$ cat src/rtl/instruction_fetch_unit_pkg.sv
// instruction_fetch_unit_pkg: fetch FSM states, PC step, branch opcodes and target helper
package instruction_fetch_unit_pkg;
    typedef enum logic [1:0] {S_FETCH, S_HOLD, S_DISCARD} state_t;
    localparam logic [15:0] INSTR_BYTES = 16'd2;
    localparam logic [5:0] OP_JMP = 6'b001110;
    localparam logic [5:0] OP_JZ  = 6'b001101;
    localparam logic [5:0] OP_JNZ = 6'b010011;
    function automatic logic [15:0] branch_target(input logic [15:0] pc, input logic [15:0] off);
        return (pc + off) & 16'hFFFE;
    endfunction
endpackage

$ cat src/rtl/instruction_fetch_unit_if.sv
// instruction_fetch_unit_if: instruction memory, decode and redirect signals of the fetch stage
interface instruction_fetch_unit_if;
    logic        ot_imem_req;
    logic [15:0] ot_imem_addr;
    logic        in_imem_valid;
    logic [15:0] in_imem_data;
    logic [15:0] ot_instruction;
    logic        ot_instr_valid;
    logic [15:0] ot_pc;
    logic        in_decode_ready;
    logic        in_branch_taken;
    logic [15:0] in_branch_pc;
    logic [15:0] in_branch_offset;
    modport master (
        output ot_imem_req, ot_imem_addr, ot_instruction, ot_instr_valid, ot_pc,
        input  in_imem_valid, in_imem_data, in_decode_ready, in_branch_taken, in_branch_pc,
               in_branch_offset
    );
    modport slave (
        input  ot_imem_req, ot_imem_addr, ot_instruction, ot_instr_valid, ot_pc,
        output in_imem_valid, in_imem_data, in_decode_ready, in_branch_taken, in_branch_pc,
               in_branch_offset
    );
endinterface

$ cat src/rtl/instruction_fetch_unit.sv
// instruction_fetch_unit: owns the PC, fetches one word at a time and holds it for decode;
// applies taken-branch redirects, dropping any in-flight wrong-path word.
module instruction_fetch_unit
    import instruction_fetch_unit_pkg::*;
#(
    parameter logic [15:0] RESET_PC = 16'h0000
) (
    input  logic                      in_clk,
    input  logic                      in_rst,
    instruction_fetch_unit_if.master  bus
);
    state_t      r_state;
    logic [15:0] r_pc;
    logic [15:0] r_pending;
    logic [15:0] r_instr;
    logic [15:0] r_instr_pc;
    logic        r_instr_valid;
    logic [15:0] w_target;
    logic        w_mem_valid;
    assign w_target    = branch_target(bus.in_branch_pc, bus.in_branch_offset);
    assign w_mem_valid = bus.in_imem_valid && r_state != S_HOLD;
    assign bus.ot_imem_req    = !in_rst && r_state != S_HOLD;
    assign bus.ot_imem_addr   = r_pc;
    assign bus.ot_instruction = r_instr;
    assign bus.ot_instr_valid = r_instr_valid;
    assign bus.ot_pc          = r_instr_pc;
    always_ff @(posedge in_clk) begin
        if (in_rst) begin
            r_state       <= S_FETCH;
            r_pc          <= RESET_PC;
            r_pending     <= 16'h0000;
            r_instr       <= 16'h0000;
            r_instr_pc    <= RESET_PC;
            r_instr_valid <= 1'b0;
        end else if (bus.in_branch_taken) begin
            // a response landing with the redirect closes the request; otherwise drain it first
            if (r_state == S_HOLD) begin
                r_instr_valid <= 1'b0;
                r_pc          <= w_target;
                r_state       <= S_FETCH;
            end else if (w_mem_valid) begin
                r_pc    <= w_target;
                r_state <= S_FETCH;
            end else begin
                r_pending <= w_target;
                r_state   <= S_DISCARD;
            end
        end else begin
            case (r_state)
                S_FETCH: if (w_mem_valid) begin
                    r_instr       <= bus.in_imem_data;
                    r_instr_pc    <= r_pc;
                    r_instr_valid <= 1'b1;
                    r_pc          <= r_pc + INSTR_BYTES;
                    r_state       <= S_HOLD;
                end
                S_HOLD: if (bus.in_decode_ready) begin
                    r_instr_valid <= 1'b0;
                    r_state       <= S_FETCH;
                end
                S_DISCARD: if (w_mem_valid) begin
                    r_pc    <= r_pending;
                    r_state <= S_FETCH;
                end
                default: r_state <= S_FETCH;
            endcase
        end
    end
endmodule

$ cat src/flat_wrapper.sv
// flat-port wrapper written by rule: the top's interface ports become plain ports
module instruction_fetch_unit_flat import instruction_fetch_unit_pkg::*;
#(
    parameter logic [15:0] RESET_PC = 16'h0000
)
  (in_clk, in_rst, bus_ot_imem_req, bus_ot_imem_addr, bus_ot_instruction, bus_ot_instr_valid, bus_ot_pc, bus_in_imem_valid, bus_in_imem_data, bus_in_decode_ready, bus_in_branch_taken, bus_in_branch_pc, bus_in_branch_offset);
  instruction_fetch_unit_if bus_i ();
  input  logic in_clk;
  input  logic in_rst;
  output wire logic [$bits(bus_i.ot_imem_req)-1:0] bus_ot_imem_req;
  output wire logic [$bits(bus_i.ot_imem_addr)-1:0] bus_ot_imem_addr;
  output wire logic [$bits(bus_i.ot_instruction)-1:0] bus_ot_instruction;
  output wire logic [$bits(bus_i.ot_instr_valid)-1:0] bus_ot_instr_valid;
  output wire logic [$bits(bus_i.ot_pc)-1:0] bus_ot_pc;
  input wire logic [$bits(bus_i.in_imem_valid)-1:0] bus_in_imem_valid;
  input wire logic [$bits(bus_i.in_imem_data)-1:0] bus_in_imem_data;
  input wire logic [$bits(bus_i.in_decode_ready)-1:0] bus_in_decode_ready;
  input wire logic [$bits(bus_i.in_branch_taken)-1:0] bus_in_branch_taken;
  input wire logic [$bits(bus_i.in_branch_pc)-1:0] bus_in_branch_pc;
  input wire logic [$bits(bus_i.in_branch_offset)-1:0] bus_in_branch_offset;
  assign bus_ot_imem_req = bus_i.ot_imem_req;
  assign bus_ot_imem_addr = bus_i.ot_imem_addr;
  assign bus_ot_instruction = bus_i.ot_instruction;
  assign bus_ot_instr_valid = bus_i.ot_instr_valid;
  assign bus_ot_pc = bus_i.ot_pc;
  assign bus_i.in_imem_valid = bus_in_imem_valid;
  assign bus_i.in_imem_data = bus_in_imem_data;
  assign bus_i.in_decode_ready = bus_in_decode_ready;
  assign bus_i.in_branch_taken = bus_in_branch_taken;
  assign bus_i.in_branch_pc = bus_in_branch_pc;
  assign bus_i.in_branch_offset = bus_in_branch_offset;
  instruction_fetch_unit #(.RESET_PC(RESET_PC)) u_core (.in_clk(in_clk), .in_rst(in_rst), .bus(bus_i));
endmodule
$ cat config.mk
export PLATFORM = sky130hd
export DESIGN_NAME = instruction_fetch_unit_flat
export DESIGN_NICKNAME = d
export VERILOG_FILES = /design/src/rtl/instruction_fetch_unit_pkg.sv /design/src/rtl/instruction_fetch_unit_if.sv /design/src/rtl/instruction_fetch_unit.sv /design/src/flat_wrapper.sv
export SDC_FILE = /design/constraint.sdc
export NUM_CORES = 1
export LEC_CHECK = 0
export ABC_AREA = 0
export BUFFER_PORTS_ARGS = -buffer_cell sky130_fd_sc_hd__buf_2
export CORE_ASPECT_RATIO = 1.4
export CORE_MARGIN = 1
export CORE_UTILIZATION = 53
export DETAILED_ROUTE_END_ITERATION = 8
export GPL_TIMING_DRIVEN = 0
export HOLD_SLACK_MARGIN = 0.15
export PLACE_DENSITY = 0.77
export SLEW_MARGIN = 20
export SYNTH_ARGS = -nofsm -noshare
export SYNTH_HDL_FRONTEND = slang
export SYNTH_SLANG_ARGS = --single-unit
$ cat constraint.sdc
create_clock -name in_clk -period 2.7 [get_ports in_clk]
set_clock_uncertainty 0.05 [all_clocks]
set_input_delay 0.135 -clock in_clk [delete_from_list [all_inputs] [get_ports in_clk]]
set_output_delay 0.135 -clock in_clk [all_outputs]
set_load 0.005 [all_outputs]
==> impl_metrics.tcl, run 1 <==
set metrics [dict create \
    status "finished clean" \
    port_buffers 100 \
    reg2reg_to "u_core.bus.ot_imem_addr[15]" \
    hpwl_um 7750 \
    r2r-start "u_core.bus.ot_imem_addr[2]" \
    critPathKind "input pin to flop" \
    whs_path_depth 5 \
    syn_to_final_growth_pct 26.5 \
    drt_drc_violations_left 0 \
    clk_path_buf_depth 2 \
    powerDensity_nw_per_um2 507 \
    relSlewSlack_pct 57.1 \
    tns_ns 0 \
    rrSetupSlack_ns 0.61 \
    synth-seq-cells 64 \
    nFillCells 622 \
    die_width_um 73.5 \
    max_freq_mhz 468 \
    critical_path_arrival_ns 2.32 \
    ys.warnings.count 0 \
    syn_area_um2 3790 \
    grt_pass1_vias 3626 \
    start_kind "input pin" \
    n_antenna_cell 0 \
    postRouteAntennaNets 0 \
    clk_latency_ns 0.35 \
    worstPathMaxFanout 10 \
    ir_drop_mv 0.223 \
    syn_inst 498 \
    critPathRequiredTime_ns 2.89 \
    leakagePower_uw 0.00204 \
    netSwitchingFraction_pct 31.9 \
    cts_tree "done" \
    final_nets 700 \
    grt_max_degree 11 \
    multiInputGateArea_um2 2310 \
    cts_setup_buffers 0 \
    drive_gt1_share_pct 22.4 \
    synth_cell_types 65 \
    worst_slew_pin_slew_ns 0.640 \
    hp-class "input pin to flop" \
    final_area_um2 4800 \
    crit_family "buffers and inverters" \
    intPower_uw 1660 \
    postCtsHoldBufs 21 \
    place_area_um2 4420 \
    start_util_pct 54.7 \
    crit_buf_inv 6 \
    power.share.combinational_pct 25.8 \
    synth-edff-count 0 \
    grt_use_total_pct 28.1 \
    routedWlPerCell_um 14.5 \
    cts_resized 0 \
    p_switching_uw 775 \
    clock_sinks 64 \
    maxSlewViolCount 0 \
    synth_area_per_cell_um2 7.62 \
    period_needed_ns 2.13 \
    whs_endpoint "u_core.bus.ot_imem_addr[15]" \
    fin_cells 730 \
    die-area_um2 7500 \
    post-route-period-util_pct 79.1 \
    grt_pass1_wl_um 16300 \
    ys_seq_area_share_pct 33.8 \
    ys.flop_type "dfxtp_1" \
    drt_first_pass_iters 7 \
    dpl.cell_count 694 \
    hp-start "bus_in_branch_offset[15]" \
    vias_per_cell 5.56 \
    setup_viol 0 \
    num_rows 36 \
    place_congestion 0.922 \
    endpoint_kind "flop" \
    power.share.sequential_pct 44.2 \
    grt_overflow 0 \
    drt-total-wl_um 10600 \
    rr_worst_depth 7 \
    cts_root_buf "clkbuf_8" \
    cts.clk_slew.worst_paths_ns 0.07 \
    numCtsBuffers 9 \
    core_um2 6940 \
    maxCapViolCount 0 \
    antenna_found_initial 0 \
    hold_viol 0 \
    crit_slowest_cell "dlygate4sd3_1" \
    pwr-share-clk_pct 30.0 \
    path_cells "dlygate4sd3_1 > buf_2 > buf_6 > clkinv_1 > clkbuf_1 > o2111a_1 > dlygate4sd3_1" \
    async_flop_share_pct 0 \
    slowest_delay_ns 0.56 \
    drtIter0Drc 236 \
    die_y_um 102 \
    crit_top_cell "dlygate4sd3_1" \
    register_area_um2 1280 \
    htree_levels 3 \
    io_pins 103 \
    rsz0062_at_grt "no" \
    vias 4062 \
]
-- per-layer routing --
metal | GRT usage [%] | share of wire [%] | vias up
li1 | - | - | 2034
met1 | 31.6 | 42 | 1832
met2 | 49.7 | 49 | 169
met3 | 6.11 | 5.6 | 27
met4 | 13.6 | 3.0 | 0
met5 | 0 | 0 | -
-- cell type report --
| class | count | area share (%) |
|---|---|---|
| Clock inverter | 3 | 0.365 |
| Clock buffer | 12 | 3.23 |
| Timing Repair Buffer | 121 | 14.8 |
| Tap cell | 95 | 2.48 |
| Sequential cell | 64 | 26.7 |
| Inverter | 8 | 0.626 |
| Buffer | 34 | 3.68 |
| Multi-Input combinational cell | 393 | 48.1 |
-- cell usage in the layout, fill, tap and decap left out, types with 8 or more instances in the layout --
cell type      instances
buf_2                105
nand2_1               99
a21oi_1               72
dfxtp_1               64
nor2_1                35
clkbuf_1              22
dlygate4sd3_1         21
o21ai_0               20
ha_1                  15
nand3_1               14
nand4_1               11
xor2_1                11
clkbuf_8              11
xnor2_1               10
a31oi_1                9
nor3_1                 9
a211oi_1               8
-- flip-flops by register name, summed over array words and instances, names as in the netlist --
register,cells
u_core.bus.ot_imem_addr,15
u_core.bus.ot_instr_valid,1
u_core.bus.ot_instruction,16
u_core.bus.ot_pc,15
u_core.r_pending,15
u_core.r_state,2
-- how the worst max path moves through the flow --
stage	slack [ns]	depth (start not counted)	endpoint	start
2_1_floorplan	0.74	7	u_core.bus.ot_imem_addr[12]	bus_in_branch_offset[5]
3_3_place_gp	0.46	8	u_core.bus.ot_imem_addr[12]	bus_in_branch_offset[5]
3_5_place_dp	0.38	8	u_core.bus.ot_imem_addr[9]	bus_in_branch_offset[7]
4_1_cts	0.62	7	u_core.r_state[0]	in_rst
5_1_grt	0.49	7	u_core.bus.ot_imem_addr[15]	u_core.bus.ot_imem_addr[3]
6_report	0.57	7	u_core.r_state[0]	in_rst
-- power by group through the flow --
stage | logic [uW] | registers, uW | clock network (uW)
after floorplan | 400 | 1080 | 0
after global placement | 582 | 1090 | 0
after detailed placement | 594 | 1090 | 0
after CTS | 620 | 1070 | 734
after global routing | 696 | 1080 | 777
final | 629 | 1080 | 730
-- synthesized netlist by cell type, types with 3 or more instances --
master     n  area, um^2
xor2_1    11        96.3
dfxtp_1   64        1280
a211oi_1   8        60.1
nand2b_1   4        25.0
buf_6      4        45.0
nor2_1    35         131
nand4_1   11        68.8
inv_1      6        22.5
nand3_1   14        70.1
o21a_1     5        37.5
a21oi_1   72         360
nor3_2     3        30.0
nor3_1     9        45.0
buf_4      3        22.5
nand3b_1   3        22.5
clkbuf_1  21        78.8
and3_1     4        25.0
a31oi_1    9        56.3
or3_1      3        18.8
ha_1      15         188
o21ai_0   20         100
nand2_1   99         372
o211ai_1   6        45.0
buf_2      5        25.0
a21o_1     4        30.0
xnor2_1   10        87.6
o31ai_1    3        22.5
-- kinds of logic (layout without fill, tap and decap cells) --
group           Yosys count  count (layout)  share of synthesized area (%)
fa+ha+maj                16              16                           5.48
simple gates            200             200                           24.3
flops                    64              64                           33.8
compound gates          151             151                           25.2
other cells               1               2                         0.0989
buf+inv                  42             178                           5.44
mux                       3               3                          0.825
xor+xnor                 21              21                           4.85
-- per-stage QoR --
step           power [uW]  hold WS (ns)  util [%]  setup WS [ns]
6_report             2430         0.160      69.2          0.565
3_5_place_dp         1690         0.331      63.7          0.385
2_1_floorplan        1490         0.164         -          0.742
5_1_grt              2560         0.191      69.2          0.486
4_1_cts              2430         0.152      69.2          0.616
3_3_place_gp         1670         0.325      63.7          0.457
-- worst register-to-register path, stage by stage (launching register included) --
cell and delay (ns):
dfxtp_1 0.50, ha_1 0.36, nand4_1 0.13, nor4_1 0.44, mux2i_1 0.24, nand2_1 0.06
a2bb2oi_1 0.15, nand2_1 0.06
No activity file was read; power rests on OpenSTA's default activity.
==> run 2, diff against run 1 <==
clock period = 2.1 ns   (was 2.7 ns; I/O delays follow)
==> impl_metrics.tcl, run 2 (synthesis results as in run 1) <==
set metrics [dict create \
    drive_gt1_share_pct 23.1 \
    cts_tree "done" \
    maxSlewViolCount 0 \
    hp-class "input pin to flop" \
    hpwl_um 7750 \
    critPathKind "input pin to flop" \
    critical_path_arrival_ns 2.22 \
    drt-total-wl_um 10600 \
    hold_ws_ns 0.190 \
    vias 4077 \
    ir_drop_mv 0.284 \
    critPathRequiredTime_ns 2.28 \
    die_y_um 102 \
    port_buffers 100 \
    final_util_pct 69.6 \
    routedWlPerCell_um 14.5 \
    drtIter0Drc 255 \
    vias_per_cell 5.57 \
    powerDensity_nw_per_um2 648 \
    final_nets 702 \
    clock_sinks 64 \
    status "finished clean" \
    place_congestion 0.922 \
    numCtsBuffers 9 \
    max_freq_mhz 491 \
    nFillCells 622 \
    start_util_pct 54.7 \
    syn_to_final_growth_pct 27.4 \
    setup_viol 0 \
    relSlewSlack_pct 57.6 \
    die-area_um2 7500 \
    antenna_found_initial 0 \
    core_um2 6940 \
    worst_slew_pin_slew_ns 0.633 \
    grt_pass1_wl_um 16400 \
    slowest_delay_ns 0.55 \
    cts.clk_slew.worst_paths_ns 0.07 \
    endpoint_kind "flop" \
    die_width_um 73.5 \
    post-route-period-util_pct 97.0 \
    n_antenna_cell 0 \
    postRouteAntennaNets 0 \
    cts_root_buf "clkbuf_8" \
    largest_reg_flops 16 \
    grt_use_total_pct 28.2 \
    rsz0062_at_grt "yes" \
    period_needed_ns 2.04 \
    final_cell_mix "buf_2, nand2_1, a21oi_1" \
    drt_first_pass_iters 5 \
    grt_overflow 0 \
    start_kind "input pin" \
    worstPathMaxFanout 10 \
    num_rows 36 \
    grt_pass1_vias 3651 \
    crit_top_cell "dlygate4sd3_1" \
    maxCapViolCount 0 \
    clk_latency_ns 0.34 \
    htree_levels 3 \
    io_pins 103 \
    clk_path_buf_depth 2 \
    path_cells "dlygate4sd3_1 > buf_2 > buf_6 > clkinv_1 > clkbuf_2 > o2111a_1 > dlygate4sd3_1" \
    layout_commonest_cell "buf_2" \
    leakagePower_uw 0.00206 \
    crit_slowest_cell "dlygate4sd3_1" \
    drt_drc_violations_left 0 \
    hold_viol 0 \
    grt_max_degree 11 \
]
run 2: changes by cell type in the layout (fill, tap and decap cells not counted), sizes merged:
| cell | previous run | this run |
|---|---|---|
| dlygate4sd3 | 21 | 23 |
run 2: layout make-up:
class	count	area, um^2	area share (%)
Timing Repair Buffer	123	731	15.1
Clock inverter	3	17.5	0.363
Sequential cell	64	1280	26.5
Clock buffer	12	155	3.21
Buffer	34	181	3.76
Inverter	8	30.0	0.622
Multi-Input combinational cell	393	2310	47.9
Tap cell	95	119	2.46
run 2: timing repair:
action | 4_1_cts | 5_1_grt
hold buffers | 23 | 0
setup endpoints to repair | 0 | 12
endpoints found under the hold margin | 23 | 0
setup buffers | 0 | 0
resized for setup | 0 | 9
run 2: final timing paths:
kind         cells past startpoint  slack (ns)                          from                      endpoint
max                              7        0.06                        in_rst             u_core.r_state[0]
min                              4        0.19           bus_in_branch_pc[0]           u_core.r_pending[1]
max reg2reg                      7        0.15    u_core.bus.ot_imem_addr[2]   u_core.bus.ot_imem_addr[15]
min reg2reg                      2        0.40  u_core.bus.ot_instruction[0]  u_core.bus.ot_instruction[0]
run 2: metrics by stage:
step / instance area, um^2 / power [uW] / std cells / worst slack [ns] / setup TNS (ns)
after global routing: 4830 / 3290 / 732 / -0.000852 / -0.000852
after CTS: 4820 / 3120 / 732 / 0.0331 / 0
final: 4830 / 3130 / 732 / 0.0637 / 0
after floorplan: 3800 / 1910 / 499 / 0.172 / 0
after detailed placement: 4420 / 2170 / 694 / -0.185 / -0.755
after global placement: 4420 / 2150 / 694 / -0.113 / -0.411
run 2: where the power goes:
group          switching [uW]  leakage [uW]  internal, uW
Sequential               83.6      0.000524          1300
Clock                     449     0.0000882           482
Combinational             457       0.00144           356
run 2: metal layers:
| metal | up-vias | track usage (%) | wire [um] |
|---|---|---|---|
| met5 | - | 0 | 0 |
| met3 | 22 | 6.11 | 666 |
| met4 | 0 | 13.6 | 298 |
| li1 | 2039 | - | - |
| met1 | 1850 | 31.6 | 4410 |
| met2 | 166 | 50.0 | 5210 |
run 2: critical path, delay by kind of cell:
kind                   cells  cell delay [ns]
AOI/OAI and AO/OA          1             0.19
buffers and inverters      6             1.92
